--- config.mk ---
export PLATFORM = sky130hd
export DESIGN_NAME = event_dispatcher
export DESIGN_NICKNAME = d
export VERILOG_FILES = /design/src/rtl/event_dispatcher.sv
export SDC_FILE = /design/constraint.sdc
export NUM_CORES = 1
export LEC_CHECK = 0
export ABC_AREA = 1
export CAP_MARGIN = 40
export CELL_PAD_IN_SITES_DETAIL_PLACEMENT = 0
export CELL_PAD_IN_SITES_GLOBAL_PLACEMENT = 2
export CORE_MARGIN = 10
export CORE_UTILIZATION = 26
export CTS_CLUSTER_DIAMETER = 150
export DETAILED_ROUTE_END_ITERATION = 10
export GPL_ROUTABILITY_DRIVEN = 0
export PLACE_DENSITY_LB_ADDON = 0.1
export SYNTH_ARGS = -nofsm -noshare
export SYNTH_HDL_FRONTEND = slang
export SYNTH_SLANG_ARGS = --single-unit
--- constraint.sdc ---
create_clock -name clk -period 3.15 [get_ports clk]
set_input_delay 0.945 -clock clk [delete_from_list [all_inputs] [get_ports clk]]
set_output_delay 0.945 -clock clk [all_outputs]
set_load 0.005 [all_outputs]
--- src/rtl/event_dispatcher.sv ---
// Transmit end of the queue->core path: pops the queue head and hands each event
// to the first free core at or above a round-robin pointer, tracking the busy cores.
module event_dispatcher #(
  parameter int unsigned NUM_CORE = 4,
  parameter int unsigned MSG_WID  = 32,
  parameter int unsigned TIME_WID = 16
) (
  input  logic                        clk,
  input  logic                        reset,
  input  logic                        q_vld,
  input  logic [MSG_WID-1:0]          q_msg,
  output logic                        q_deq,
  input  logic                        halt,
  input  logic [NUM_CORE-1:0]         core_done,
  output logic [NUM_CORE-1:0]         core_active,
  output logic                        sent_msg_vld,
  output logic [$clog2(NUM_CORE)-1:0] core_id,
  output logic [MSG_WID-1:0]          sent_msg,
  output logic [NUM_CORE-1:0]         core_load,
  output logic [31:0]                 dispatch_cnt,
  output logic                        done_err
);

  localparam int unsigned IDW = $clog2(NUM_CORE);
  localparam int unsigned CW  = 32;

  if ((NUM_CORE < 2) || ((NUM_CORE & (NUM_CORE - 1)) != 0)) begin : g_bad_num_core
    $error("event_dispatcher: NUM_CORE must be a power of 2 and >= 2");
  end
  if ((TIME_WID == 0) || (TIME_WID > MSG_WID)) begin : g_bad_time_wid
    $error("event_dispatcher: TIME_WID must fit inside MSG_WID");
  end

  typedef enum logic [0:0] {
    ST_IDLE = 1'b0,
    ST_SEND = 1'b1
  } state_e;

  state_e              state_q, state_d;
  logic [IDW-1:0]      rr_ptr_q, rr_ptr_d;
  logic [IDW-1:0]      id_q, id_d;
  logic [MSG_WID-1:0]  msg_q, msg_d;
  logic [NUM_CORE-1:0] active_q, active_d;
  logic [NUM_CORE-1:0] load_q, load_d;
  logic                vld_q, vld_d;
  logic [CW-1:0]       cnt_q, cnt_d;
  logic                err_q, err_d;

  logic [NUM_CORE-1:0] free;
  logic [IDW-1:0]      pick;
  logic                pick_vld;
  logic [IDW-1:0]      idx;

  // Round-robin search: first free core at or above rr_ptr, wrapping.
  always_comb begin
    free     = ~active_q;
    pick     = '0;
    pick_vld = 1'b0;
    idx      = '0;
    for (int unsigned k = 0; k < NUM_CORE; k++) begin
      idx = rr_ptr_q + IDW'(k);
      if (!pick_vld && free[idx]) begin
        pick_vld = 1'b1;
        pick     = idx;
      end
    end
  end

  // Next-state and pop strobe; a set for the core being loaded beats a clear.
  always_comb begin
    state_d  = state_q;
    rr_ptr_d = rr_ptr_q;
    id_d     = id_q;
    msg_d    = msg_q;
    load_d   = '0;
    vld_d    = 1'b0;
    cnt_d    = cnt_q;
    active_d = active_q & ~core_done;
    err_d    = err_q | (|(core_done & ~active_q));
    q_deq    = 1'b0;
    unique case (state_q)
      ST_IDLE: begin
        if (q_vld && !halt && pick_vld && !reset) begin
          q_deq   = 1'b1;
          id_d    = pick;
          msg_d   = q_msg;
          vld_d   = 1'b1;
          load_d  = NUM_CORE'(1) << pick;
          state_d = ST_SEND;
        end
      end
      ST_SEND: begin
        active_d[id_q] = 1'b1;
        rr_ptr_d       = id_q + IDW'(1);
        cnt_d          = cnt_q + CW'(1);
        state_d        = ST_IDLE;
      end
      default: state_d = ST_IDLE;
    endcase
  end

  always_ff @(posedge clk) begin
    if (reset) begin
      state_q  <= ST_IDLE;
      rr_ptr_q <= '0;
      id_q     <= '0;
      msg_q    <= '0;
      load_q   <= '0;
      vld_q    <= 1'b0;
      cnt_q    <= '0;
      active_q <= '0;
      err_q    <= 1'b0;
    end else begin
      state_q  <= state_d;
      rr_ptr_q <= rr_ptr_d;
      id_q     <= id_d;
      msg_q    <= msg_d;
      load_q   <= load_d;
      vld_q    <= vld_d;
      cnt_q    <= cnt_d;
      active_q <= active_d;
      err_q    <= err_d;
    end
  end

  assign core_active  = active_q;
  assign sent_msg_vld = vld_q;
  assign core_id      = id_q;
  assign sent_msg     = msg_q;
  assign core_load    = load_q;
  assign dispatch_cnt = cnt_q;
  assign done_err     = err_q;

endmodule
# Yosys cells after proc, flatten, opt, wreduce, memory -nomap -nowiden
# Cells that the tools add are included.
# Widths: inputs -> output; s select.
# classes
addsub,5
n_lt_le_gt_ge,6
shift,1
mux,22
n_bitwise,8
n_reduce_logical,15
# op_table
cell,n
$add 32x1->32 const B,1
$lt 2x3->1 const B,5
$mux 1,11
$and 4x4->4,2
$bmux 1 s2,4
$mux 2,4
$not 4->4,2
$logic_and 1x1->1,7
$logic_not 1->1,5
$add 2x1->2 const B,2
$add 2x2->2 const B,2
$mux 4,1
$or 4x4->4,1
$reduce_or 4->1,1
$shl 1x2->4 const A,1
$reduce_or 3->1,1
$demux 1 s2,1
$ge 2x1->1 const B,1
$not 1->1,2
$pmux 1 s2,1
$reduce_and 2->1,1
$or 1x1->1,1
# totals
ff_bits,79
out_inout_bits,77
wordCells,66

# Logic depth before layout (Yosys ltp)
# logic_depth
depth_word,17
ltp_mapped,11
mapped_depth_nobuf,11

# Worst setup path before layout
# Ideal clock, no wire load.
# synth_path
path_kind,input -> output
start,input port reset
end,output port q_deq
t_arrival_ns,1.675
slack_ns,0.530
cell_stages,6
cell_sequence,inv_2 > nand2_1 > nor3_1 > nand2_4 > inv_4 > buf_6
# synth_via
elab_chain_len,4
# synth_lines
item,line,rtl
"start, declared",9,"input logic reset,"
$logic_not 1->1,83,if (q_vld && !halt && pick_vld && !reset) begin
$logic_and 1x1->1,83,
$mux 1,83,
$mux 1,81,unique case (state_q)
"end, declared",12,"output logic q_deq,"
# No other way between the ends.

# Worst setup path after layout
# layout_path
start,input port q_vld
end,output port q_deq
# layout_via
elab_chain_len,5
# layout_lines
item,line,rtl
"start, declared",10,"input logic q_vld,"
$logic_and 1x1->1 (3 in series),83,
$mux 1,83,
$mux 1,81,
# No other way between the ends.

==> results.toml <==
[die]
core.rowCount = 42
start_util = 0.264
die_area_mm2 = 0.0184
coreArea_mm2 = 0.0132
die_w_um = 136
ios = 117
die_h_um = 136

[placed_design]
portBuffers = 116
detailed_place_hpwl_um = 8610
place_ws_ps = -297
placed_cells = 773
place_area_mm2 = 0.00480

[synth]
yosysSeqAreaShare = 0.448
yosys-top-cells-area = "dfxtp_1, nor2_1, nand2_1"
avgSynthCellArea_um2 = 7.11
synth_top_area_share = 0.448
synth_area_mm2 = 0.00348
yosysWarnings = 0
yosysUniqueCellTypes = 32
ys_seq_elements = 78
synthArstFlopShare = 0
synth_largest_area_cell = "dfxtp_1"
synth_ff_type = "dfxtp_1"
synth_nets = 535
synth-edff-count = 0
synthCells = 490

[layout]
final_util = 0.388
final_area_mm2 = 0.00512
areaGrowthSynthToFinish_pct = 46.9
multi_input_area_mm2 = 0.00166
nets = 653
regArea_mm2 = 0.00156
antennaDiodeCount = 0
instances_no_fill = 789
fill_cells = 1399
layout-drive-gt1-share = 0.0555

[cts]
cts_tree = "built"
cts.sinks = 78
cts_hold_buffers = 0
cts_root_buffer = "clkbuf_16"
cts_buffers = 9
h-tree-depth = 3
cts_max_path_buffers = 2
worstSkewPairLatency_ps = 340
clk_pin_slew_ps = 60

[detailed_routing]
wl_um = 11600
dr.pass1.iters = 4
ant_nets = 0
vias_per_cell = 4.39
wire_per_inst_um = 14.7
drtIter0Drc = 178
num_vias = 3461
drc_errors = 0

[timing]
slew_headroom = 0.648
fin_skew_ps = 6.48
fin_ws_ps = 97.5
period_minus_slack_ps = 3050
fmax_mhz = 328
tns_ps = 0
tightestPinTransition_ps = 524
fin_hold_ws_ps = 479
setup_violations = 0
post-route-period-util = 0.969
hold_violations = 0
maxSlewViolCount = 0
rsz0062_at_grt = "false"

[worst_setup_path]
worstPathRequired_ps = 2200
cp-start-kind = "input port"
arrival_ps = 2110
critPathCaptureType = "output pin"
r2r_slack_ps = 1180
cp_slowest_cell = "clkdlybuf4s50_1"
crit_type = "input port to output pin"
crit_fanout = 2
slowest_delay_ps = 460
worstPathCellList = "clkdlybuf4s50_1 > nand2_1 > nor3_1 > buf_4 > nand2_4 > inv_4 > dlygate4sd2_1"

[global_routing]
track_usage = 0.128
met2_usage = 0.212
antenna_found_initial = 0
busiest_layer = "met2"
use_met1 = 0.155
grt_pass1_wl_um = 18600
met3_usage = 0.0319
grt_max_degree = 51
grt_pass1_vias = 3440
grt_overflow_total = 0

[pwr]
powerDensity_mw_per_mm2 = 461
p_leak_nw = 1.89
irDropWorstVdd_v = 0.000297
total_power_mw = 2.36

[hold_path]
worstHoldPathType = "flop to flop"

[flow_run]
cap_violations = 0

[outcome]
status = "finished, final reports clean"
==> routing by layer <==
layer / vias to the layer above / share of wire
met1: 1582 / 0.45
met4: 0 / 0.015
met2: 68 / 0.48
met5: - / 0
li1: 1799 / -
met3: 12 / 0.061
==> final cells by class <==
class,instances,share of cell area
timing repair buffer,122,0.235
tap,176,0.0430
multi-input combinational,357,0.325
clock buffer,12,0.0482
inverter,40,0.0298
clock inverter,4,0.0137
sequential,78,0.305
==> Yosys cell counts, types with 3 or more instances <==
master and number:
ha_1 5, a21oi_1 21, nand4_1 5, o21ai_0 43, o21ai_1 3, inv_2 3, nand2_1 89, clkbuf_1 8
nor3_1 16, dfxtp_1 78, buf_6 6, xor2_1 4, inv_1 36, nand2_2 4, nor2_1 122, a2bb2oi_1 3
nand3_1 22, o21a_1 3, xnor2_1 4
==> final timing paths <==
path	from	endpoint	cells after the start
worst max-delay path	q_vld	q_deq	7
worst max register to register	rr_ptr_q[0]	core_id[0]	11
worst min register to register	sent_msg[12]	sent_msg[12]	2
worst min-delay path	sent_msg[12]	sent_msg[12]	2
==> cell families (layout without fill, tap and decap cells) <==
family | after synthesis | after routing | share of synthesized area
AO/OA/AOI/OAI | 76 | 76 | 0.118
XOR/XNOR | 8 | 8 | 0.0201
buffers and inverters | 55 | 178 | 0.0740
AND/OR/NAND/NOR | 268 | 268 | 0.322
adder cells (fa/ha/maj) | 5 | 5 | 0.0180
flip-flops | 78 | 78 | 0.448
==> state kept, by name, indices dropped and copies added, names as in the netlist <==
register and cells:
dispatch_cnt 32, sent_msg 32, core_active 4, core_load 4, core_id 2, rr_ptr_q 2, done_err 1, state_q 1
==> worst max-delay path, delay by kind of cell <==
| kind | cells | cell delay (ps) |
|---|---|---|
| buf+inv | 4 | 930 |
| simple gates | 3 | 230 |
==> repair_timing <==
action	4_1_cts	5_1_grt
setup buffers	0	0
setup endpoints to repair	1	0
resized for setup	2	0
==> cell usage in the layout (no fill, tap or decap), types with 2 or more instances in the layout <==
master	count
a21oi_1	21
a2bb2oi_1	3
and2_1	2
buf_4	6
bufinv_16	2
clkbuf_1	2
clkbuf_16	9
clkdlybuf4s50_1	114
clkinv_2	2
dfxtp_1	78
dlygate4sd2_1	2
ha_1	5
inv_1	36
inv_2	3
nand2_1	89
nand2_2	4
nand3_1	22
nand4_1	5
nor2_1	122
nor2_4	2
nor3_1	16
o21a_1	3
o21ai_0	43
o21ai_1	3
xnor2_1	4
xor2_1	4
==> where the power goes <==
group	switching (mW)	total, mW	internal, mW
logic	0.0919	0.208	0.117
clock network	0.409	1.12	0.714
registers	0.0165	1.03	1.01
(Power assumes the default switching activity.)
==> RTL edit: new RTL, config.mk and constraints unchanged <==
The parameter `NUM_CORE` goes from 4 to 2.
--- a/src/rtl/event_dispatcher.sv
+++ b/src/rtl/event_dispatcher.sv
@@ -2,5 +2,5 @@
 // to the first free core at or above a round-robin pointer, tracking the busy cores.
 module event_dispatcher #(
-  parameter int unsigned NUM_CORE = 4,
+  parameter int unsigned NUM_CORE = 2,
   parameter int unsigned MSG_WID  = 32,
   parameter int unsigned TIME_WID = 16
Ports: changed (resized core_active, core_done, core_id and core_load); port bits go from 117 to 110. The function was not compared with the original's and may differ.
==> RTL edit against the original RTL <==
Maximum frequency increased by 5.6%; first-iteration DRC count down 41%; wire length is 13% lower; total power down 14%; setup slack better by 0.16 ns; worst hold slack worse by 0.018 ns; sequential cell count down 6; critical path type unchanged; design area is 9.1% lower; area after synthesis is 9.5% lower; highest routed layer unchanged.
==> RTL edit: results (changes against the original RTL) <==
[setup_path]
rrSetupSlack_ns = 1.59  ; was 1.18 ns
cpMaxStageDelayCell = clkdlybuf4s50_1  ; unchanged
crit_path_max_fanout = 2  ; unchanged
arrival_ns = 1.94  ; was 2.11 ns

[global_route]
grt_pass1_wl_microns = 16390  ; was 18,560 microns
grt_max_degree = 46  ; was 51
grt_pass1_vias = 3168  ; was 3,440
antenna_found_initial = 0  ; unchanged
grt_use_total_pct = 12.46  ; was 12.79%

[yosys]
synth_common_cells = 143 x nand2_1, 72 x dfxtp_1, 62 x nor2_1  ; was 122 x nor2_1, 89 x nand2_1, 78 x dfxtp_1
synth_seq_area_share_pct = 45.71  ; was 44.83%
syn-num-nets = 486  ; was 535
yosys_warnings = 0  ; unchanged
synth_cell_types = 29  ; was 32
synthTopCellsByArea = dfxtp_1 46%, nand2_1 17%, a21oi_1 7.6%  ; was dfxtp_1 45%, nor2_1 13%, nand2_1 9.6%

[clocking]
postCtsSetupBuffers = 0  ; unchanged
htreeDepth = 3  ; unchanged
clk_latency_ns = 0.34  ; about the same
ctsResizeCount = 1  ; was 2
clockBufferDepth = 2  ; unchanged

[placed_design]
hpwl_microns = 7479  ; was 8612 microns
placed_cell_area_sq_um = 4384  ; was 4805 sq um
io_buffers = 109  ; was 116

[finish]
fill_cells = 1265  ; was 1,399
nets = 598  ; was 653
regArea_sq_um = 1441  ; was 1562 sq um
layout-drive-gt1-share_pct = 7.624  ; was 5.546%

[drt]
wl_per_cell_microns = 14.14  ; was 14.66 microns
drt_first_iter_violations = 105  ; was 178
via_count = 3122  ; was 3,461

[timing]
skew_ns = 0.005733  ; was 0.006477 ns
maxSlewHeadroom_pct = 62.58  ; was 64.80%

[min_path]
hold_path.class = reg2reg  ; unchanged

[outcome]
outcome = completed  ; unchanged

[power_and_ir_drop]
leakage_nw = 1.607  ; was 1.887 nW
swShare_pct = 22.96  ; was 21.91%
ir_drop_mv = 0.2655  ; was 0.2967 mV

RTL edit: changes by cell type after synthesis, moves of 4 or more:
cell,change
nand2_1,+54
clkbuf_1,-5
a21oi_1,+27
nor2_4,+5
ha_1,-4
buf_2,+7
dfxtp_1,-6
nor3_1,-11
nor2_2,+7
o21ai_0,-33
nor2_1,-60
inv_1,-5
RTL edit: final timing paths:
check                                  end                         start  depth (start not counted)
max reg2reg  dispatch_cnt[26]$_SDFFE_PP0P_  dispatch_cnt[0]$_SDFFE_PP0P_                          9
max                                  q_deq                         q_vld                          6
min reg2reg      sent_msg[19]$_SDFFE_PP0P_     sent_msg[19]$_SDFFE_PP0P_                          2
min              sent_msg[19]$_SDFFE_PP0P_     sent_msg[19]$_SDFFE_PP0P_                          2
RTL edit: worst max-delay path, delay by kind of cell:
family,cells,cell delay (ns)
and+or+nand+nor,2,0.21
buffers and inverters,4,0.78
RTL edit: power by group through the flow:
stage | sequential, mW | combinational, mW | clock (mW)
detailed placement | 0.959 | 0.156 | 0
CTS | 0.939 | 0.156 | 0.981
global placement | 0.959 | 0.156 | 0
global route | 0.941 | 0.170 | 1.02
finish | 0.940 | 0.152 | 0.946
floorplan | 0.960 | 0.0542 | 0
RTL edit: layout make-up:
cell class / instances / area share, %
inverters: 35 / 2.852
clock inverters: 3 / 0.3766
multi-input cells: 326 / 32.15
repair buffers: 115 / 24.29
clock buffers: 13 / 5.381
flip-flops and latches: 72 / 30.99
well taps: 147 / 3.955
RTL edit: per-layer routing:
metal	share of wire, %	up-vias	global-route usage [%]
li1	-	1650	-
met1	44	1388	14.36
met2	46	71	19.52
met3	8.9	13	5.436
met4	1.9	0	5.754
met5	0	-	0
RTL edit: cells by family after synthesis:
group | after synthesis | share of synthesized area, %
buf+inv | 49 | 6.865
xor+xnor | 3 | 0.8335
flops | 72 | 45.71
compound gates | 63 | 10.40
simple gates | 259 | 35.79
fa+ha+maj | 1 | 0.3968
RTL edit: metrics by stage:
stage	worst slack (ns)	cells	hold slack [ns]	setup TNS, ns
after floorplan	0.6156	447	0.4609	0
after global placement	-0.009894	695	0.4517	-0.009894
after detailed placement	-0.006343	695	0.4572	-0.006343
after CTS	0.2400	711	0.4644	0
after global routing	0.1965	711	0.4766	0
final	0.2601	711	0.4602	0
